**src/rtl/ld_st_buffer_if.sv**
```systemverilog
// Bundle of the address-unit allocate port, CDB snoop, ROB commit/flush and memory-unit issue
// port of the load/store buffer.
interface ld_st_buffer_if #(
    parameter int unsigned ROB_SIZE_BITS = 4,
    parameter int unsigned MEMORY_BITS   = 11
);
    logic                     AU_LdStB_VALID_Inst;
    logic [ROB_SIZE_BITS:0]   AU_LdStB_ROBEN;
    logic [4:0]               AU_LdStB_Rd;
    logic [11:0]              AU_LdStB_opcode;
    logic [ROB_SIZE_BITS:0]   AU_LdStB_ROBEN1;
    logic [ROB_SIZE_BITS:0]   AU_LdStB_ROBEN2;
    logic [31:0]              AU_LdStB_ROBEN1_VAL;
    logic [31:0]              AU_LdStB_ROBEN2_VAL;
    logic [31:0]              AU_LdStB_Immediate;
    logic                     CDB_VALID;
    logic [ROB_SIZE_BITS:0]   CDB_ROBEN;
    logic [31:0]              CDB_Write_Data;
    logic                     ROB_Commit_VALID;
    logic [ROB_SIZE_BITS:0]   ROB_Commit_ROBEN;
    logic                     ROB_FLUSH;
    logic                     LdStB_FULL;
    logic                     LdStB_EMPTY;
    logic                     LdStB_MEMU_VALID;
    logic [ROB_SIZE_BITS:0]   LdStB_MEMU_ROBEN;
    logic [4:0]               LdStB_MEMU_Rd;
    logic [11:0]              LdStB_MEMU_opcode;
    logic [MEMORY_BITS-1:0]   LdStB_MEMU_Address;
    logic [31:0]              LdStB_MEMU_WriteData;

    modport master (
        output AU_LdStB_VALID_Inst, AU_LdStB_ROBEN, AU_LdStB_Rd, AU_LdStB_opcode,
               AU_LdStB_ROBEN1, AU_LdStB_ROBEN2, AU_LdStB_ROBEN1_VAL, AU_LdStB_ROBEN2_VAL,
               AU_LdStB_Immediate, CDB_VALID, CDB_ROBEN, CDB_Write_Data,
               ROB_Commit_VALID, ROB_Commit_ROBEN, ROB_FLUSH,
        input  LdStB_FULL, LdStB_EMPTY, LdStB_MEMU_VALID, LdStB_MEMU_ROBEN, LdStB_MEMU_Rd,
               LdStB_MEMU_opcode, LdStB_MEMU_Address, LdStB_MEMU_WriteData
    );

    modport slave (
        input  AU_LdStB_VALID_Inst, AU_LdStB_ROBEN, AU_LdStB_Rd, AU_LdStB_opcode,
               AU_LdStB_ROBEN1, AU_LdStB_ROBEN2, AU_LdStB_ROBEN1_VAL, AU_LdStB_ROBEN2_VAL,
               AU_LdStB_Immediate, CDB_VALID, CDB_ROBEN, CDB_Write_Data,
               ROB_Commit_VALID, ROB_Commit_ROBEN, ROB_FLUSH,
        output LdStB_FULL, LdStB_EMPTY, LdStB_MEMU_VALID, LdStB_MEMU_ROBEN, LdStB_MEMU_Rd,
               LdStB_MEMU_opcode, LdStB_MEMU_Address, LdStB_MEMU_WriteData
    );
endinterface

```
**src/rtl/ld_st_buffer.sv**
```systemverilog
// Circular in-order load/store buffer: holds operand tags, wakes them from the CDB and issues
// the head entry to the memory unit (stores additionally wait for their ROB commit).
module ld_st_buffer #(
    parameter int unsigned BUFFER_SIZE_BITS = 4,
    parameter int unsigned ROB_SIZE_BITS    = 4,
    parameter int unsigned MEMORY_BITS      = 11
) (
    input logic           clk,
    input logic           rst,
    ld_st_buffer_if.slave bus
);
    localparam int          Depth = 1 << BUFFER_SIZE_BITS;
    localparam logic [11:0] OpLw  = 12'h8C0;
    localparam logic [11:0] OpSw  = 12'hAC0;

    typedef logic [ROB_SIZE_BITS:0]      tag_t;
    typedef logic [BUFFER_SIZE_BITS-1:0] ptr_t;
    typedef logic [BUFFER_SIZE_BITS:0]   cnt_t;

    ptr_t             head_q, head_d, tail_q, tail_d;
    cnt_t             count_q, count_d;
    logic [Depth-1:0] busy_q, busy_d;

    logic        is_sw_a [Depth];
    tag_t        roben_a [Depth];
    logic [4:0]  rd_a    [Depth];
    tag_t        q1_a    [Depth];
    tag_t        q2_a    [Depth];
    logic [31:0] v1_a    [Depth];
    logic [31:0] v2_a    [Depth];
    logic [31:0] imm_a   [Depth];

    logic                   memu_valid_q;
    tag_t                   memu_roben_q;
    logic [4:0]             memu_rd_q;
    logic [11:0]            memu_opcode_q;
    logic [MEMORY_BITS-1:0] memu_address_q;
    logic [31:0]            memu_wdata_q;

    logic                   full, empty, op_ok, alloc, cdb_live, fwd1, fwd2;
    logic                   head_ready, issue;
    logic [MEMORY_BITS-1:0] ea;

    always_comb begin
        full     = (count_q == cnt_t'(Depth));
        empty    = (count_q == '0);
        op_ok    = (bus.AU_LdStB_opcode == OpLw) || (bus.AU_LdStB_opcode == OpSw);
        alloc    = bus.AU_LdStB_VALID_Inst && !full && op_ok && !bus.ROB_FLUSH;
        // Tag 0 means "value present", so a zero CDB tag can never wake anything.
        cdb_live = bus.CDB_VALID && (bus.CDB_ROBEN != '0);
        fwd1     = cdb_live && (bus.AU_LdStB_ROBEN1 == bus.CDB_ROBEN);
        fwd2     = cdb_live && (bus.AU_LdStB_ROBEN2 == bus.CDB_ROBEN);
        head_ready = busy_q[head_q] && (q1_a[head_q] == '0) &&
                     (!is_sw_a[head_q] ||
                      ((q2_a[head_q] == '0) && bus.ROB_Commit_VALID &&
                       (bus.ROB_Commit_ROBEN == roben_a[head_q])));
        issue    = head_ready && !bus.ROB_FLUSH;
        ea       = MEMORY_BITS'(v1_a[head_q] + imm_a[head_q]);
    end

    always_comb begin
        head_d  = head_q;
        tail_d  = tail_q;
        count_d = count_q;
        busy_d  = busy_q;
        if (bus.ROB_FLUSH) begin
            head_d  = '0;
            tail_d  = '0;
            count_d = '0;
            busy_d  = '0;
        end else begin
            if (issue) begin
                busy_d[head_q] = 1'b0;
                head_d         = head_q + ptr_t'(1);
            end
            if (alloc) begin
                busy_d[tail_q] = 1'b1;
                tail_d         = tail_q + ptr_t'(1);
            end
            if (alloc && !issue) begin
                count_d = count_q + cnt_t'(1);
            end else if (issue && !alloc) begin
                count_d = count_q - cnt_t'(1);
            end
        end
    end

    always_ff @(posedge clk or negedge rst) begin
        if (!rst) begin
            head_q         <= '0;
            tail_q         <= '0;
            count_q        <= '0;
            busy_q         <= '0;
            memu_valid_q   <= 1'b0;
            memu_roben_q   <= '0;
            memu_rd_q      <= '0;
            memu_opcode_q  <= '0;
            memu_address_q <= '0;
            memu_wdata_q   <= '0;
        end else begin
            head_q       <= head_d;
            tail_q       <= tail_d;
            count_q      <= count_d;
            busy_q       <= busy_d;
            memu_valid_q <= issue;
            if (issue) begin
                memu_roben_q   <= roben_a[head_q];
                memu_rd_q      <= rd_a[head_q];
                memu_opcode_q  <= is_sw_a[head_q] ? OpSw : OpLw;
                memu_address_q <= ea;
                memu_wdata_q   <= is_sw_a[head_q] ? v2_a[head_q] : '0;
            end
        end
    end

    // Payload storage needs no reset: busy bits alone qualify an entry.
    for (genvar g = 0; g < Depth; g++) begin : gen_entry
        logic        is_sw_q;
        tag_t        roben_q, q1_q, q2_q;
        logic [4:0]  rd_q;
        logic [31:0] v1_q, v2_q, imm_q;
        logic        wr;

        assign wr = alloc && (tail_q == ptr_t'(g));

        always_ff @(posedge clk) begin
            if (wr) begin
                is_sw_q <= (bus.AU_LdStB_opcode == OpSw);
                roben_q <= bus.AU_LdStB_ROBEN;
                rd_q    <= bus.AU_LdStB_Rd;
                imm_q   <= bus.AU_LdStB_Immediate;
                q1_q    <= fwd1 ? '0 : bus.AU_LdStB_ROBEN1;
                v1_q    <= fwd1 ? bus.CDB_Write_Data : bus.AU_LdStB_ROBEN1_VAL;
                q2_q    <= fwd2 ? '0 : bus.AU_LdStB_ROBEN2;
                v2_q    <= fwd2 ? bus.CDB_Write_Data : bus.AU_LdStB_ROBEN2_VAL;
            end else if (busy_q[g] && cdb_live) begin
                if (q1_q == bus.CDB_ROBEN) begin
                    q1_q <= '0;
                    v1_q <= bus.CDB_Write_Data;
                end
                if (q2_q == bus.CDB_ROBEN) begin
                    q2_q <= '0;
                    v2_q <= bus.CDB_Write_Data;
                end
            end
        end

        assign is_sw_a[g] = is_sw_q;
        assign roben_a[g] = roben_q;
        assign rd_a[g]    = rd_q;
        assign q1_a[g]    = q1_q;
        assign q2_a[g]    = q2_q;
        assign v1_a[g]    = v1_q;
        assign v2_a[g]    = v2_q;
        assign imm_a[g]   = imm_q;
    end

    assign bus.LdStB_FULL           = full;
    assign bus.LdStB_EMPTY          = empty;
    assign bus.LdStB_MEMU_VALID     = memu_valid_q;
    assign bus.LdStB_MEMU_ROBEN     = memu_roben_q;
    assign bus.LdStB_MEMU_Rd        = memu_rd_q;
    assign bus.LdStB_MEMU_opcode    = memu_opcode_q;
    assign bus.LdStB_MEMU_Address   = memu_address_q;
    assign bus.LdStB_MEMU_WriteData = memu_wdata_q;
endmodule

```
**src/flat_wrapper.sv**
```systemverilog
// flat-port wrapper written by rule: the top's interface ports become plain ports
module ld_st_buffer_flat 
#(
    parameter int unsigned BUFFER_SIZE_BITS = 4,
    parameter int unsigned ROB_SIZE_BITS    = 4,
    parameter int unsigned MEMORY_BITS      = 11
)
  (clk, rst, bus_AU_LdStB_VALID_Inst, bus_AU_LdStB_ROBEN, bus_AU_LdStB_Rd, bus_AU_LdStB_opcode, bus_AU_LdStB_ROBEN1, bus_AU_LdStB_ROBEN2, bus_AU_LdStB_ROBEN1_VAL, bus_AU_LdStB_ROBEN2_VAL, bus_AU_LdStB_Immediate, bus_CDB_VALID, bus_CDB_ROBEN, bus_CDB_Write_Data, bus_ROB_Commit_VALID, bus_ROB_Commit_ROBEN, bus_ROB_FLUSH, bus_LdStB_FULL, bus_LdStB_EMPTY, bus_LdStB_MEMU_VALID, bus_LdStB_MEMU_ROBEN, bus_LdStB_MEMU_Rd, bus_LdStB_MEMU_opcode, bus_LdStB_MEMU_Address, bus_LdStB_MEMU_WriteData);
  ld_st_buffer_if #(.ROB_SIZE_BITS(ROB_SIZE_BITS), .MEMORY_BITS(MEMORY_BITS)) bus_i ();
  input logic clk;
  input logic rst;
  input wire logic [$bits(bus_i.AU_LdStB_VALID_Inst)-1:0] bus_AU_LdStB_VALID_Inst;
  input wire logic [$bits(bus_i.AU_LdStB_ROBEN)-1:0] bus_AU_LdStB_ROBEN;
  input wire logic [$bits(bus_i.AU_LdStB_Rd)-1:0] bus_AU_LdStB_Rd;
  input wire logic [$bits(bus_i.AU_LdStB_opcode)-1:0] bus_AU_LdStB_opcode;
  input wire logic [$bits(bus_i.AU_LdStB_ROBEN1)-1:0] bus_AU_LdStB_ROBEN1;
  input wire logic [$bits(bus_i.AU_LdStB_ROBEN2)-1:0] bus_AU_LdStB_ROBEN2;
  input wire logic [$bits(bus_i.AU_LdStB_ROBEN1_VAL)-1:0] bus_AU_LdStB_ROBEN1_VAL;
  input wire logic [$bits(bus_i.AU_LdStB_ROBEN2_VAL)-1:0] bus_AU_LdStB_ROBEN2_VAL;
  input wire logic [$bits(bus_i.AU_LdStB_Immediate)-1:0] bus_AU_LdStB_Immediate;
  input wire logic [$bits(bus_i.CDB_VALID)-1:0] bus_CDB_VALID;
  input wire logic [$bits(bus_i.CDB_ROBEN)-1:0] bus_CDB_ROBEN;
  input wire logic [$bits(bus_i.CDB_Write_Data)-1:0] bus_CDB_Write_Data;
  input wire logic [$bits(bus_i.ROB_Commit_VALID)-1:0] bus_ROB_Commit_VALID;
  input wire logic [$bits(bus_i.ROB_Commit_ROBEN)-1:0] bus_ROB_Commit_ROBEN;
  input wire logic [$bits(bus_i.ROB_FLUSH)-1:0] bus_ROB_FLUSH;
  output wire logic [$bits(bus_i.LdStB_FULL)-1:0] bus_LdStB_FULL;
  output wire logic [$bits(bus_i.LdStB_EMPTY)-1:0] bus_LdStB_EMPTY;
  output wire logic [$bits(bus_i.LdStB_MEMU_VALID)-1:0] bus_LdStB_MEMU_VALID;
  output wire logic [$bits(bus_i.LdStB_MEMU_ROBEN)-1:0] bus_LdStB_MEMU_ROBEN;
  output wire logic [$bits(bus_i.LdStB_MEMU_Rd)-1:0] bus_LdStB_MEMU_Rd;
  output wire logic [$bits(bus_i.LdStB_MEMU_opcode)-1:0] bus_LdStB_MEMU_opcode;
  output wire logic [$bits(bus_i.LdStB_MEMU_Address)-1:0] bus_LdStB_MEMU_Address;
  output wire logic [$bits(bus_i.LdStB_MEMU_WriteData)-1:0] bus_LdStB_MEMU_WriteData;
  assign bus_i.AU_LdStB_VALID_Inst = bus_AU_LdStB_VALID_Inst;
  assign bus_i.AU_LdStB_ROBEN = bus_AU_LdStB_ROBEN;
  assign bus_i.AU_LdStB_Rd = bus_AU_LdStB_Rd;
  assign bus_i.AU_LdStB_opcode = bus_AU_LdStB_opcode;
  assign bus_i.AU_LdStB_ROBEN1 = bus_AU_LdStB_ROBEN1;
  assign bus_i.AU_LdStB_ROBEN2 = bus_AU_LdStB_ROBEN2;
  assign bus_i.AU_LdStB_ROBEN1_VAL = bus_AU_LdStB_ROBEN1_VAL;
  assign bus_i.AU_LdStB_ROBEN2_VAL = bus_AU_LdStB_ROBEN2_VAL;
  assign bus_i.AU_LdStB_Immediate = bus_AU_LdStB_Immediate;
  assign bus_i.CDB_VALID = bus_CDB_VALID;
  assign bus_i.CDB_ROBEN = bus_CDB_ROBEN;
  assign bus_i.CDB_Write_Data = bus_CDB_Write_Data;
  assign bus_i.ROB_Commit_VALID = bus_ROB_Commit_VALID;
  assign bus_i.ROB_Commit_ROBEN = bus_ROB_Commit_ROBEN;
  assign bus_i.ROB_FLUSH = bus_ROB_FLUSH;
  assign bus_LdStB_FULL = bus_i.LdStB_FULL;
  assign bus_LdStB_EMPTY = bus_i.LdStB_EMPTY;
  assign bus_LdStB_MEMU_VALID = bus_i.LdStB_MEMU_VALID;
  assign bus_LdStB_MEMU_ROBEN = bus_i.LdStB_MEMU_ROBEN;
  assign bus_LdStB_MEMU_Rd = bus_i.LdStB_MEMU_Rd;
  assign bus_LdStB_MEMU_opcode = bus_i.LdStB_MEMU_opcode;
  assign bus_LdStB_MEMU_Address = bus_i.LdStB_MEMU_Address;
  assign bus_LdStB_MEMU_WriteData = bus_i.LdStB_MEMU_WriteData;
  ld_st_buffer #(.BUFFER_SIZE_BITS(BUFFER_SIZE_BITS), .ROB_SIZE_BITS(ROB_SIZE_BITS), .MEMORY_BITS(MEMORY_BITS)) u_core (.clk(clk), .rst(rst), .bus(bus_i));
endmodule
```
**config.mk**
```make
export PLATFORM = sky130hd
export DESIGN_NAME = ld_st_buffer_flat
export DESIGN_NICKNAME = d
export VERILOG_FILES = /design/src/rtl/ld_st_buffer_if.sv /design/src/rtl/ld_st_buffer.sv /design/src/flat_wrapper.sv
export SDC_FILE = /design/constraint.sdc
export NUM_CORES = 2
export LEC_CHECK = 0
export BUFFER_PORTS_ARGS = -buffer_cell sky130_fd_sc_hd__buf_4
export CAP_MARGIN = 20
export CORE_MARGIN = 2
export CORE_UTILIZATION = 50
export DETAILED_ROUTE_END_ITERATION = 7
export HOLD_SLACK_MARGIN = 0.15
export PLACE_DENSITY = 0.67
export SLEW_MARGIN = 20
export SYNTH_ARGS = -nofsm -noshare
export SYNTH_HDL_FRONTEND = slang
export SYNTH_SLANG_ARGS = --single-unit
```
**constraint.sdc**
```tcl
create_clock -name clk -period 11.7 [get_ports clk]
set_clock_uncertainty 0.1 [all_clocks]
set_input_delay 2.34 -clock clk [delete_from_list [all_inputs] [get_ports clk]]
set_output_delay 2.34 -clock clk [all_outputs]
set_load 0.03 [all_outputs]
```
# Yosys cells after proc, flatten, opt, wreduce, memory -nomap -nowiden
# Cells that the tools add are included.
# op_classes
add_sub_neg,5
mul,0
div_mod_pow,0
n_lt_le_gt_ge,5
n_eq_ne,53
shift,0
mux,239
bitwise_logic,4
n_reduce_logical,142
# ops
operator,n
2-to-1 mux 32 bit,101
2-to-1 mux 5 bit,109
binary-select mux 32 bit (select 4 bit),3
== test 5 bit,35
nonzero test 2 bit,50
binary-select mux 5 bit (select 4 bit),4
2-to-1 mux 16 bit,4
AND reduction 2 bit,32
logical AND 1 bit,47
2-to-1 mux 11 bit,4
"== test 4 bit, second input constant",8
"== test 12 bit, second input constant",2
bitwise AND 16 bit,1
"== test 4 x 3 -> 1 bit, second input constant",4
2-to-1 mux 4 bit,4
NOT 16 bit,1
bitwise OR 16 bit,1
zero test 5 bit,3
adder 11 bit,1
"< comparator 4 x 5 -> 1 bit, second input constant",2
2-to-1 mux 10 bit,1
"adder 4 x 1 -> 4 bit, second input constant",2
binary-select mux 1 bit (select 4 bit),2
demux 1 bit (select 4 bit),2
14 further kinds,25
# word_totals
regBits,1967
latchBits,0
mem_bits_rw,0
romBits,0
input_bits,176
out_inout_bits,68
wordCells,586
n_memories,0

# Logic depth before layout (Yosys ltp)
# logic_depth
word_depth,15
depth_mapped,23

# Worst setup path before layout
# OpenSTA, ideal clock, no wires.
# synth_timing
path_type,input to register
startpoint,input bus_CDB_ROBEN[1]
endpoint,"register u_core.gen_entry[0].q2_q[0], enable pin"
arrival_time_ns,7.174
t_required_ns,11.066
setup_slack_ns,3.892
stages,7
path_cell_list,buf_2 or4_1 o21a_1 buf_2 clkbuf_1 nand2_1 o41ai_1
# synth_between
elab_chain_cells,5
word_cells_on_any_way,7
# synth_rtl
item,line_no,rtl
from (decl),flat_wrapper.sv:22,input wire logic [$bits(bus_i.CDB_ROBEN)-1:0] bus_CDB_ROBEN;
nonzero test 5 bit,ld_st_buffer.sv:50,cdb_live = bus.CDB_VALID && (bus.CDB_ROBEN != '0);
logical AND 1 bit,ld_st_buffer.sv:50,
logical AND 1 bit,ld_st_buffer.sv:136,end else if (busy_q[g] && cdb_live) begin
nonzero test 2 bit (no source line),-,
AND reduction 2 bit (no source line) (*),-,
to (signal assigned),ld_st_buffer.sv:134,q2_q <= fwd2 ? '0 : bus.AU_LdStB_ROBEN2;
to (decl),ld_st_buffer.sv:119,"tag_t roben_q, q1_q, q2_q;"
# Every way passes the cells marked *; elsewhere a longest branch is shown, timed or not.
# A chain may end at the register's enable or synchronous reset.

# Worst setup path after layout
# layout_timing
startpoint,register u_core.head_q[1]
endpoint,register u_core.count_q[4]
# layout_between
elab_chain_cells,14
word_cells_on_any_way,31
# layout_rtl
item,line_no,rtl
from (decl),ld_st_buffer.sv:20,"ptr_t head_q, head_d, tail_q, tail_d;"
from (signal assigned),ld_st_buffer.sv:90,head_q <= '0;
from (signal assigned),ld_st_buffer.sv:101,head_q <= head_d;
NOT 4 -> 5 bit (not written as such),-,
binary-select mux 5 bit (select 4 bit),ld_st_buffer.sv:55,((q2_a[head_q] == '0) && bus.ROB_Commit_VALID &&
2-to-1 mux 5 bit (not written as such) (2 in series),ld_st_buffer.sv:55,
zero test 5 bit,ld_st_buffer.sv:55,
logical AND 1 bit (2 in series),ld_st_buffer.sv:55,
logical OR 1 bit,ld_st_buffer.sv:54,(!is_sw_a[head_q] ||
logical AND 1 bit (*),ld_st_buffer.sv:53,head_ready = busy_q[head_q] && (q1_a[head_q] == '0) &&
logical AND 1 bit (*),ld_st_buffer.sv:57,issue = head_ready && !bus.ROB_FLUSH;
zero test 1 bit,ld_st_buffer.sv:80,if (alloc && !issue) begin
logical AND 1 bit,ld_st_buffer.sv:80,
2-to-1 mux 5 bit,ld_st_buffer.sv:80,
2-to-1 mux 5 bit,ld_st_buffer.sv:66,if (bus.ROB_FLUSH) begin
to (signal assigned),ld_st_buffer.sv:103,count_q <= count_d;
to (decl),ld_st_buffer.sv:21,"cnt_t count_q, count_d;"
# Every way passes the cells marked *; elsewhere a longest branch is shown, timed or not. The select of a mux whose other input is x is not followed.

==> impl_metrics.json <==
{
  "worst_path_largest_cell_delay_ns": 0.83,
  "max_freq_ghz": 0.153,
  "dp_hpwl_um": 94100,
  "synth-main-ff-cell": "edfxtp_1",
  "crit_required_ns": 12.20,
  "p_leak_nw": 22.3,
  "initial_core_util_pct": 50.2,
  "cts_tree": "yes",
  "power_frac_comb_pct": 3.4,
  "synthCells": 4146,
  "synth.top_cell.area_share_pct": 61.0,
  "grt_pass1_wl_um": 243000,
  "syn2layout_area_growth_pct": 12.9,
  "wl_um": 168000,
  "ir_drop_uv": 136,
  "grt_max_degree": 106,
  "synth_edf_count": 1200,
  "worstMarginPinSlew_ns": 1.12,
  "async_flop_share_pct": 6.61,
  "vias_per_cell": 6.30,
  "path_cells": "buf_4, buf_4, nor4b_1, a22oi_1, mux4_2, mux2_2, nor4b_4, a21o_1, nand2_1, nand2_1, ha_1, a21o_1, a21o_1, o211a_1, o21ai_0, o211ai_1",
  "cts_root_buf": "clkbuf_16",
  "cts_buffers": 137,
  "antenna_found_initial": 1,
  "hold_viol_final": 0,
  "p_sw_mw": 2.05,
  "vias": 36900,
  "rrSetupSlack_ns": 5.15,
  "r2r_cells": 16,
  "first_pass_iters": 6,
  "synth_top_cells_by_count": "edfxtp_1, a21oi_1, nand2_1",
  "fin_ws_ns": 5.15,
  "worstSetupEndpointType": "flop",
  "rows": 126,
  "yosysMostFrequentCell": "edfxtp_1",
  "hp-class": "flop to flop",
  "rsz0062_at_grt": "no",
  "final_max_slew_viol_count": 0,
  "htree_levels": 4,
  "fillers": 9156,
  "hold-path-endpoint": "u_core.bus.LdStB_MEMU_Rd[2]$_DFFE_PN0N_",
  "yosys_warnings": 0,
  "setup_violations": 0,
  "avgSynthCellArea_um2": 14.2,
  "dieWidth_um": 348,
  "post-route-cell-area_um2": 66700,
  "numPortBuffers": 193,
  "post_route_cells_drive_above_1_share_pct": 22.9,
  "min_from": "u_core.bus.LdStB_MEMU_Rd[2]$_DFFE_PN0N_",
  "clkLatencyLatePin_ns": 0.76,
  "p_sw_share_pct": 21.1,
  "crit_slowest_cell": "dfrtp_4",
  "core_area_um2": 118000,
  "worst_ep_arrival_time_ns": 7.05,
  "drc": 0,
  "synth_xor_area_share_pct": 2.91,
  "holdBufCountCts": 0,
  "r2r-end": "u_core.count_q[4]$_DFFE_PN0P_",
  "path_clk_slew_ns": 0.06,
  "place_ws_ns": 5.04,
  "start_kind": "flop",
  "syn-cell-area_um2": 59100,
  "postCtsResizedCells": 0,
  "fin_crit_ns": 6.55,
  "crit_fanout": 48,
  "postRouteAntennaNets": 0,
  "fin_crit_sh_pct": 56.0,
  "path_class": "flop to flop",
  "synthTopCellsByArea": "edfxtp_1, mux4_2, dfrtp_1",
  "yosys.area.top_type": "edfxtp_1",
  "numClockSinks": 1285,
  "yosys.area_share.simple_pct": 6.69,
  "placed_area_um2": 62100,
  "synth-compound-area-share_pct": 7.41,
  "yosysUniqueCellTypes": 54,
  "grtUsageTotal_pct": 27.7,
  "die_y_um": 348,
  "maxCapViolCount": 0,
  "multi_input_area_um2": 19600,
  "ys_ff_latch": 1285,
  "cts_setup_buffers": 0,
  "muxShareOfSynthArea_pct": 14.8,
  "slew-limit-headroom_pct": 24.7,
  "num_io_pins": 244,
  "crit_top_cell": "a21o_1",
  "regArea_um2": 38200,
  "grt_pass1_vias": 36300,
  "r2r_start": "u_core.head_q[1]$_DFFE_PN0P_",
  "ctsLongestPathBuffers": 3,
  "seq_area_frac_synth_pct": 64.6,
  "seqPwrFrac_pct": 51.5,
  "nNetsFinal": 4403,
  "synthAdderAreaFrac_pct": 0.534,
  "fin_setup_tns_ns": 0,
  "drt_iter0_markers": 4680,
  "outcome": "completed",
  "power.density_nw_per_um2": 146,
  "internal-power_mw": 7.68,
  "dieArea_um2": 121000,
  "grt_overflow": 0,
  "synth_top_family_by_area": "multiplexers",
  "min_path_cells": 1,
  "gp_congestion": 0.830,
  "wl_per_cell_um": 28.7,
  "power_frac_clock_pct": 45.2
}
[power by group through the flow]
stage / combinational [mW] / sequential [mW] / clock, mW
after CTS: 0.323 / 5.01 / 4.43
after floorplan: 0.198 / 5.11 / 0
final: 0.328 / 5.01 / 4.39
after global routing: 0.365 / 5.01 / 4.61
after detailed placement: 0.321 / 5.11 / 0
after global placement: 0.311 / 5.11 / 0
[how the worst max path moves through the flow]
stage,start,endpoint,slack [ns],cells past startpoint
final,u_core.head_q[1]$_DFFE_PN0P_,u_core.count_q[4]$_DFFE_PN0P_,5.15,16
after global routing,u_core.head_q[1]$_DFFE_PN0P_,u_core.count_q[4]$_DFFE_PN0P_,4.82,16
after CTS,u_core.head_q[1]$_DFFE_PN0P_,u_core.count_q[4]$_DFFE_PN0P_,5.16,16
after detailed placement,bus_AU_LdStB_opcode[1],u_core.gen_entry[1].v2_q[3]$_DFFE_PP_,5.04,12
after global placement,bus_AU_LdStB_opcode[1],u_core.gen_entry[1].v1_q[3]$_DFFE_PP_,5.02,12
after floorplan,bus_CDB_ROBEN[1],u_core.gen_entry[0].q2_q[0]$_SDFFCE_PN0P_,3.89,7
[kinds of logic (layout without fill, tap and decap cells)]
logic type	Yosys count	in the layout
mux	440	440
flops	1285	1285
compound gates	830	830
buf+inv	436	594
simple gates	934	934
other cells	1	9
xor+xnor	196	196
fa+ha+maj	24	24
[critical path: cells and delay by family, from the launching register on]
kind	cells	cell delay, ns
AND/OR/NAND/NOR	4	1.47
multiplexers	2	0.96
flip-flops	1	0.83
AO/OA/AOI/OAI	7	1.23
buffers and inverters	2	1.44
adder cells (fa/ha/maj)	1	0.29
[final cells by class]
type | count | area share, %
Sequential cell | 1285 | 57.2
Antenna cell | 1 | 0.00375
Clock inverter | 65 | 1.19
Timing Repair Buffer | 318 | 3.64
Clock buffer | 182 | 5.58
Multi-Input combinational cell | 2432 | 29.3
Inverter | 29 | 0.169
Tap cell | 1536 | 2.88
[layout by cell type (no fill, tap or decap), types with 8 or more instances in the layout]
master | netlist | routed
clkinv_2 | 0 | 19
mux4_2 | 328 | 328
clkbuf_16 | 0 | 140
nand2_1 | 378 | 378
conb_1 | 1 | 8
mux2_4 | 47 | 47
edfxtp_1 | 1200 | 1200
ha_1 | 22 | 22
a21o_1 | 8 | 8
nand4_1 | 8 | 8
inv_1 | 10 | 10
mux2i_2 | 0 | 23
nor2_1 | 369 | 369
xor2_1 | 78 | 78
nand3_2 | 0 | 12
inv_2 | 0 | 13
o41ai_2 | 0 | 32
mux2i_1 | 58 | 35
xnor2_1 | 118 | 118
nor4_1 | 20 | 20
nor2b_1 | 39 | 39
or4_1 | 12 | 12
clkbuf_1 | 312 | 36
nand3_1 | 57 | 45
bufinv_16 | 0 | 14
buf_4 | 12 | 315
dfrtp_1 | 85 | 81
nor3_1 | 20 | 18
nand2b_1 | 13 | 13
a21oi_1 | 391 | 391
o21ai_0 | 368 | 368
clkinv_1 | 19 | 21
[per-stage QoR]
| stage | hold WS (ns) | util (%) | power [mW] | std cells |
|---|---|---|---|---|
| 2_1_floorplan | 0.429 | - | 5.31 | 4153 |
| 3_3_place_gp | 0.390 | 52.8 | 5.42 | 5600 |
| 3_5_place_dp | 0.393 | 52.8 | 5.43 | 5600 |
| 4_1_cts | 0.409 | 56.7 | 9.77 | 5847 |
| 5_1_grt | 0.429 | 56.7 | 9.99 | 5847 |
| 6_report | 0.408 | 56.7 | 9.73 | 5848 |
[flip-flops by register name, summed over array words and instances (netlist names), 11 cells and up]
register,cells
u_core.gen_entry.roben_q,80
u_core.gen_entry.rd_q,80
u_core.gen_entry.q2_q,80
u_core.gen_entry.v1_q,176
u_core.busy_q,16
u_core.gen_entry.q1_q,80
u_core.gen_entry.imm_q,176
u_core.bus.LdStB_MEMU_WriteData,32
u_core.gen_entry.is_sw_q,16
u_core.gen_entry.v2_q,512
u_core.bus.LdStB_MEMU_Address,11
[routing by layer]
metal / vias up / GRT usage (%) / wire length, um
met4: 2 / 9.65 / 5630
met1: 18800 / 36.9 / 63600
met3: 328 / 5.04 / 15900
met5: - / 0 / 13
met2: 1983 / 46.0 / 82500
li1: 15800 / - / -
Power figures use the tool's default switching activity.
